`src/rtl/apb2axi_pkg.sv`:
```
// apb2axi_pkg: bridge FSM states, AXI response codes and fixed AXI tie-offs.
// The DRAIN state exists only when APB2AXI_TIMEOUT_EN is defined.
package apb2axi_pkg;

    typedef enum logic [2:0] {
        ST_IDLE,
        ST_WADDR,
        ST_WRESP,
        ST_RADDR,
        ST_RDATA,
        ST_DONE
`ifdef APB2AXI_TIMEOUT_EN
        , ST_DRAIN
`endif
    } state_t;

    localparam logic [1:0] RESP_OKAY   = 2'b00;
    localparam logic [1:0] RESP_EXOKAY = 2'b01;
    localparam logic [1:0] RESP_SLVERR = 2'b10;
    localparam logic [1:0] RESP_DECERR = 2'b11;

    localparam logic [7:0] AXI_LEN        = 8'd0;
    localparam logic [1:0] AXI_BURST_INCR = 2'b01;

    function automatic logic [2:0] axi_size(input int unsigned data_width);
        return (data_width == 64) ? 3'd3 : 3'd2;
    endfunction

    // EXOKAY is folded into success; only SLVERR/DECERR flag an error.
    function automatic logic resp_is_err(input logic [1:0] resp);
        return (resp == RESP_SLVERR) || (resp == RESP_DECERR);
    endfunction

endpackage

```
`src/rtl/apb2axi_wdog.sv`:
```
// apb2axi_wdog: response watchdog, armed at launch and cleared on completion.
// Only instantiated when APB2AXI_TIMEOUT_EN is defined.
module apb2axi_wdog #(
    parameter int unsigned LIMIT = 255
) (
    input  logic clk_i,
    input  logic rst_i,
    input  logic start,
    input  logic clear,
    output logic expired
);

    localparam int unsigned CW = $clog2(LIMIT + 1);

    logic [CW-1:0] count;
    logic          active;

    always_ff @(posedge clk_i) begin
        if (rst_i || clear) begin
            active <= 1'b0;
            count  <= '0;
        end else if (start) begin
            active <= 1'b1;
            count  <= '0;
        end else if (active && !expired) begin
            count <= count + CW'(1);
        end
    end

    assign expired = active && (count == CW'(LIMIT - 1));

endmodule

```
`src/rtl/apb2axi_bridge.sv`:
```
// apb2axi_bridge: APB slave to single-beat AXI4 master, one transfer in flight.
// Define APB2AXI_TIMEOUT_EN to add the response watchdog and DRAIN state.
module apb2axi_bridge
    import apb2axi_pkg::*;
#(
    parameter int unsigned APB_ADDR_WIDTH = 32,
    parameter int unsigned AXI_ADDR_WIDTH = 32,
    parameter int unsigned DATA_WIDTH     = 32,
    parameter int unsigned TIMEOUT_CYCLES = 255
) (
    input  logic                      clk_i,
    input  logic                      rst_i,
    input  logic                      slave_psel,
    input  logic                      slave_penable,
    input  logic                      slave_pwrite,
    input  logic [APB_ADDR_WIDTH-1:0] slave_paddr,
    input  logic [DATA_WIDTH-1:0]     slave_pwdata,
    output logic [DATA_WIDTH-1:0]     slave_prdata,
    output logic                      slave_pready,
    output logic                      slave_pslverr,
    output logic [AXI_ADDR_WIDTH-1:0] master_aw_addr,
    output logic                      master_aw_valid,
    input  logic                      master_aw_ready,
    output logic [DATA_WIDTH-1:0]     master_w_data,
    output logic [DATA_WIDTH/8-1:0]   master_w_strb,
    output logic                      master_w_valid,
    input  logic                      master_w_ready,
    input  logic [1:0]                master_b_resp,
    input  logic                      master_b_valid,
    output logic                      master_b_ready,
    output logic [AXI_ADDR_WIDTH-1:0] master_ar_addr,
    output logic                      master_ar_valid,
    input  logic                      master_ar_ready,
    input  logic [DATA_WIDTH-1:0]     master_r_data,
    input  logic [1:0]                master_r_resp,
    input  logic                      master_r_valid,
    output logic                      master_r_ready
);

    state_t                    state;
    logic [AXI_ADDR_WIDTH-1:0] addr_q;
    logic [AXI_ADDR_WIDTH-1:0] paddr_ext;
    logic                      setup;

    if (AXI_ADDR_WIDTH > APB_ADDR_WIDTH) begin : g_zext
        assign paddr_ext = {{(AXI_ADDR_WIDTH - APB_ADDR_WIDTH){1'b0}}, slave_paddr};
    end else begin : g_trunc
        assign paddr_ext = slave_paddr[AXI_ADDR_WIDTH-1:0];
    end

    assign setup          = slave_psel && !slave_penable;
    assign master_aw_addr = addr_q;
    assign master_ar_addr = addr_q;
    assign master_w_strb  = {(DATA_WIDTH/8){master_w_valid}};

`ifdef APB2AXI_TIMEOUT_EN
    logic expired;
    logic timed_out;
    logic is_write;

    apb2axi_wdog #(
        .LIMIT (TIMEOUT_CYCLES)
    ) u_wdog (
        .clk_i   (clk_i),
        .rst_i   (rst_i),
        .start   ((state == ST_IDLE) && setup),
        .clear   (state == ST_DONE),
        .expired (expired)
    );
`else
    logic timeout_unused;
    assign timeout_unused = (TIMEOUT_CYCLES == 0);
`endif

    always_ff @(posedge clk_i) begin
        if (rst_i) begin
            state           <= ST_IDLE;
            addr_q          <= '0;
            master_w_data   <= '0;
            slave_prdata    <= '0;
            slave_pready    <= 1'b0;
            slave_pslverr   <= 1'b0;
            master_aw_valid <= 1'b0;
            master_w_valid  <= 1'b0;
            master_b_ready  <= 1'b0;
            master_ar_valid <= 1'b0;
            master_r_ready  <= 1'b0;
`ifdef APB2AXI_TIMEOUT_EN
            timed_out       <= 1'b0;
            is_write        <= 1'b0;
`endif
        end else begin
            unique case (state)
                ST_IDLE: begin
                    if (setup) begin
                        addr_q        <= paddr_ext;
                        master_w_data <= slave_pwdata;
`ifdef APB2AXI_TIMEOUT_EN
                        is_write      <= slave_pwrite;
`endif
                        if (slave_pwrite) begin
                            master_aw_valid <= 1'b1;
                            master_w_valid  <= 1'b1;
                            state           <= ST_WADDR;
                        end else begin
                            master_ar_valid <= 1'b1;
                            state           <= ST_RADDR;
                        end
                    end
                end
                // AW and W retire independently; leave once neither is pending.
                ST_WADDR: begin
                    if (master_aw_ready) master_aw_valid <= 1'b0;
                    if (master_w_ready)  master_w_valid  <= 1'b0;
                    if ((!master_aw_valid || master_aw_ready) &&
                        (!master_w_valid  || master_w_ready)) begin
                        master_b_ready <= 1'b1;
                        state          <= ST_WRESP;
                    end
                end
                ST_WRESP: begin
                    if (master_b_valid) begin
                        master_b_ready <= 1'b0;
                        slave_pready   <= 1'b1;
                        slave_pslverr  <= resp_is_err(master_b_resp);
                        state          <= ST_DONE;
                    end
`ifdef APB2AXI_TIMEOUT_EN
                    else if (expired) begin
                        master_b_ready <= 1'b0;
                        slave_pready   <= 1'b1;
                        slave_pslverr  <= 1'b1;
                        timed_out      <= 1'b1;
                        state          <= ST_DONE;
                    end
`endif
                end
                ST_RADDR: begin
                    if (master_ar_ready) begin
                        master_ar_valid <= 1'b0;
                        master_r_ready  <= 1'b1;
                        state           <= ST_RDATA;
                    end
                end
                ST_RDATA: begin
                    if (master_r_valid) begin
                        master_r_ready <= 1'b0;
                        slave_prdata   <= master_r_data;
                        slave_pready   <= 1'b1;
                        slave_pslverr  <= resp_is_err(master_r_resp);
                        state          <= ST_DONE;
                    end
`ifdef APB2AXI_TIMEOUT_EN
                    else if (expired) begin
                        master_r_ready <= 1'b0;
                        slave_prdata   <= '0;
                        slave_pready   <= 1'b1;
                        slave_pslverr  <= 1'b1;
                        timed_out      <= 1'b1;
                        state          <= ST_DONE;
                    end
`endif
                end
                ST_DONE: begin
                    slave_pready  <= 1'b0;
                    slave_pslverr <= 1'b0;
`ifdef APB2AXI_TIMEOUT_EN
                    if (timed_out) begin
                        master_b_ready <= is_write;
                        master_r_ready <= !is_write;
                        state          <= ST_DRAIN;
                    end else begin
                        state <= ST_IDLE;
                    end
`else
                    state <= ST_IDLE;
`endif
                end
`ifdef APB2AXI_TIMEOUT_EN
                // Swallow the late response so the slave is not left hanging.
                ST_DRAIN: begin
                    if ((is_write && master_b_valid) ||
                        (!is_write && master_r_valid)) begin
                        master_b_ready <= 1'b0;
                        master_r_ready <= 1'b0;
                        timed_out      <= 1'b0;
                        state          <= ST_IDLE;
                    end
                end
`endif
                default: state <= ST_IDLE;
            endcase
        end
    end

endmodule

```
`config.mk`:
```
export PLATFORM = sky130hd
export DESIGN_NAME = apb2axi_bridge
export DESIGN_NICKNAME = d
export VERILOG_FILES = /design/src/rtl/apb2axi_pkg.sv /design/src/rtl/apb2axi_wdog.sv /design/src/rtl/apb2axi_bridge.sv
export SDC_FILE = /design/constraint.sdc
export NUM_CORES = 1
export LEC_CHECK = 0
export ABC_AREA = 1
export BUFFER_PORTS_ARGS = -buffer_cell sky130_fd_sc_hd__buf_2
export CAP_MARGIN = 25
export CORE_ASPECT_RATIO = 0.8
export CORE_MARGIN = 2
export CORE_UTILIZATION = 39
export DETAILED_ROUTE_END_ITERATION = 8
export PLACE_DENSITY = 0.76
export SKIP_LAST_GASP = 1
export SLEW_MARGIN = 30
export SYNTH_ARGS = -nofsm -noshare
export SYNTH_HDL_FRONTEND = slang
export SYNTH_HIERARCHICAL = 1
export SYNTH_SLANG_ARGS = --single-unit
export TNS_END_PERCENT = 30
```
`constraint.sdc`:
```
create_clock -name clk_i -period 1.2 [get_ports clk_i]
set_input_delay 0.24 -clock clk_i [delete_from_list [all_inputs] [get_ports clk_i]]
set_output_delay 0.24 -clock clk_i [all_outputs]
set_load 0.01 [all_outputs]
```
Word level (Yosys, flattened, before mapping). Index checks and enable logic that the tools add are counted.

Register bits after elaboration: 106. Bits of input ports: 110. Logic and storage cells: 82.

Equal/unequal tests: 18. Mux-type cells: 29. Reduce and logical (&&, ||, !) cells: 24.

Operators by type and width (count): 2-bit != test, second input constant (9); 1-bit two-way mux (15); 3-bit two-way mux (5); 3-bit one-hot mux with 5 select lines (1); 4-bit AND reduction (3); 1-bit one-hot mux with 2 select lines (5); 3-bit AND reduction (3); 2-bit == test, second input constant (4); 2-bit nonzero test (4); 3-bit by 2-bit == test with 1-bit output, second input constant (2); 3-bit == test, second input constant (2); 1-bit one-hot mux with 3 select lines (2); 5-bit AND reduction (1); 1-bit logical OR (4); 2-bit AND reduction (2); 3-bit by 1-bit == test with 1-bit output, second input constant (1); 1-bit logical NOT (3); 3-bit logical NOT (1); 3-bit nonzero test (1); 1-bit logical AND (2); 2-bit two-way mux (1).

Longest topological paths before layout.
Depth in word-level cells: 5. Gate-level depth with buffers: 10.

Worst setup path before layout. Ideal clock, no wire load.

Kind: register to register. Start point: register state[0]. End point: register slave_prdata[0]. Setup time: 128 ps. Arrival time: 1155 ps. Slack: -84 ps. Cell stages (with the launch flop): 8. Period minus slack after synthesis: 1284 ps. Cell sequence: dfxtp_1 -> buf_4 -> nor2_2 -> nand3_1 -> buf_2 -> clkbuf_2 -> o21ai_0 -> a21oi_1.

Longest elaborated chain between the ends: 2.

RTL lines: start, declared (RTL line apb2axi_bridge.sv:40) `state_t state;`; start signal, assigned (RTL line apb2axi_bridge.sv:77) `state <= ST_IDLE;`; start signal, assigned (RTL line apb2axi_bridge.sv:104) `state <= ST_WADDR;`; start signal, assigned (RTL line apb2axi_bridge.sv:107) `state <= ST_RADDR;`; 3-bit == test (RTL line apb2axi_bridge.sv:93) `unique case (state)`; 2-bit AND reduction (no line); end signal, assigned (RTL line apb2axi_bridge.sv:148) `slave_prdata <= master_r_data;`; end, declared (RTL line apb2axi_bridge.sv:18) `output logic [DATA_WIDTH-1:0] slave_prdata,`.

Every way passes these cells. A chain may end at the register's enable or synchronous reset.

Final worst setup path.
Start point: register state[1]. End point: register slave_prdata[15].

The elaborated chain is that of the path after synthesis.

==> flow_summary.json <==
{
  "yosys_register_bits": 106,
  "synth_area_sq_um": 4200,
  "dr.pass1.iters": 4,
  "yosysMostFrequentCell": "nor2_1",
  "synth_cells": 552,
  "yosys.area.top_type": "dfxtp_1",
  "path_class": "reg -> reg",
  "nets": 882,
  "synth_top_area_frac": 0.505,
  "place_inst": 894,
  "viasPerCell": 4.51,
  "internal_power_uw": 8020,
  "overflow": 0,
  "die_area_sq_um": 11600,
  "required_ns": 1.43,
  "violations": "setup timing",
  "dp_slack_ns": -0.188,
  "route.detailed.drc": 0,
  "nFillCells": 1019,
  "synth_cell_types": 17,
  "final_cells": 917,
  "slew_headroom": 0.821,
  "die_y_um": 96.9,
  "maxSlewViolCount": 0,
  "io_pins": 249,
  "cpMostUsedCell": "buf_4",
  "synth_area_leaders": "dfxtp_1 (50%), nor2_1 (12%), o21ai_0 (7.1%), buf_4 (6.6%), a21oi_1 (5.2%)",
  "cts_tree": "yes",
  "cts_made_buffers": 9,
  "grt_start_max_net_pins": 60,
  "synthArstFlopShare": 0,
  "power.switching_uw": 4120,
  "post-route-period-util": 1.10,
  "critPathMaxFanout": 16,
  "min_period_ns": 1.31,
  "comb_power_share": 0.359,
  "ys_seq_area_frac": 0.505,
  "coreArea_sq_um": 10400,
  "p_seq_frac": 0.387,
  "portBuffers": 246,
  "skew_ns": 0.0103,
  "startpoint_type": "flip-flop",
  "synthTopCellsByCount": "nor2_1 (138), dfxtp_1 (106), o21ai_0 (60), inv_1 (49), a21oi_1 (44)",
  "rsz0062_at_grt": "true",
  "grt_use_total": 0.185,
  "p_leak_uw": 0.00314,
  "dp_hpwl_um": 8040,
  "cp_slowest_cell": "dfxtp_4",
  "worst_slack_ns": -0.115,
  "grt_pass1_wl_um": 17700,
  "fmax_mhz": 761,
  "drt-wirelength-per-cell_um": 12.5,
  "clk_pin_slew_ns": 0.07,
  "worst_pin_slew_ns": 0.268,
  "crit_path_cell_trace": "buf_4, nor2_4, nand3_4, buf_4, o21ai_0, a21oi_1",
  "drv_cap": 0,
  "hold_viol_final": 0,
  "worstSkewPairLatency_ns": 0.34,
  "cp-end-kind": "flip-flop",
  "pwr-share-clk": 0.253,
  "powerDensity_nw_per_um2": 2050,
  "grt_pass1_vias": 3795,
  "syn_nets": 662,
  "min_path_type": "in -> reg",
  "synth_flop_cell": "dfxtp_1",
  "outcome": "complete, but fails checks",
  "fp-row-count": 33,
  "gp_congestion": 0.852,
  "cp.arrival_ns": 1.54,
  "p_sw_frac": 0.339,
  "antenna_cells": 0,
  "htreeDepth": 3,
  "drive_gt1_frac": 0.400,
  "start_util": 0.406,
  "finalSetupViolations": 103,
  "area_delta_synth_final_pct": 40.5,
  "grt_antenna_before_repair": 0,
  "die_w_um": 120,
  "yosys_warnings": 6,
  "vias": 4136,
  "final_antenna_net_count": 0,
  "cts_root_buf": "clkbuf_16",
  "drtIter0Drc": 228,
  "crit_family": "flip-flops",
  "vdd_drop_max_mv": 0.833,
  "cp_num_buf_inv": 2,
  "post-route-util": 0.570,
  "critPathMaxStageDelay_ns": 0.36,
  "cts_buffer_depth": 2,
  "clkSinkCount": 106,
  "routed_wl_um": 11500,
  "synth_area_per_cell_sq_um": 7.61,
  "synth_edf_count": 0
}
-- repair_timing --
action                                  in CTS  in global routing
endpoints found under the setup margin     106                111
cloned                                       0                  3
hold buffers                                 0                  0
resized for setup                           12                 13
setup buffers                                3                  1
pin swaps                                    1                  0
-- tightest hold or removal path: stages --
cell,delay [ns]
buf_2,0.07
nor2_1,0.03
nor2_1,0.08
-- final cells by class --
| type | count | area, sq um | share of cell area |
|---|---|---|---|
| well taps | 140 | 175 | 0.0297 |
| clock inverters | 5 | 78.8 | 0.0133 |
| repair buffers | 278 | 1610 | 0.273 |
| flip-flops and latches | 106 | 2130 | 0.360 |
| clock buffers | 11 | 233 | 0.0394 |
| multi-input cells | 326 | 1480 | 0.251 |
| inverters | 51 | 194 | 0.0328 |
-- routing by layer --
layer	GRT usage	wire, um
met1	0.237	5240
met2	0.303	5420
met3	0.0483	668
met4	0.0579	139
met5	0	0
-- per-stage QoR --
stage          setup TNS, ns  hold WS [ns]  total power, uW  cell area [sq um]
2_1_floorplan        -0.0569         0.309             7320               4240
6_report               -6.48         0.117            12100               5910
5_1_grt               -17.13         0.116            13000               5910
3_5_place_dp           -9.11         0.431             8760               5440
3_3_place_gp           -6.94         0.429             8700               5440
4_1_cts                -4.92         0.103            12000               5810
-- layout by cell type (no fill, tap or decap), drive strengths merged --
master and n:
a21oi 44, o211ai 1, nand3 9, dfxtp 106, clkinv 3, inv 51
bufinv 2, nand2 31, o21ai 100, clkbuf 13, buf 276, nor3 1
nor2 140
-- logic make-up (layout without fill, tap and decap cells) --
kind of cell / Yosys count / in the layout / synth area share
compound gates: 145 / 145 / 0.173
buf+inv: 120 / 345 / 0.153
flops: 106 / 106 / 0.505
simple gates: 181 / 181 / 0.169
-- registers in the layout (all words and copies together) (netlist names) --
register         cells
master_w_data       32
master_ar_addr      32
slave_pslverr        1
slave_prdata        32
master_aw_valid      1
master_b_ready       1
slave_pready         1
master_r_ready       1
master_w_valid       1
master_ar_valid      1
state                3
-- path summary, 6_finish.rpt --
kind,to,slack (ns),cells after the start,start
setup / recovery,slave_prdata[15],-0.11,6,state[1]
hold / removal,master_w_data[9],0.12,3,slave_pwdata[9]
setup reg to reg,slave_prdata[15],-0.11,6,state[1]
hold reg to reg,slave_prdata[12],0.44,2,slave_prdata[12]
-- power groups by stage --
stage	Clock [uW]	Combinational (uW)	Sequential, uW
3_5_place_dp	0	4020	4740
6_report	3070	4360	4700
2_1_floorplan	0	2320	5000
5_1_grt	3310	4850	4790
4_1_cts	3170	4170	4700
3_3_place_gp	0	3960	4740
No activity file was read; power rests on OpenSTA's default activity.
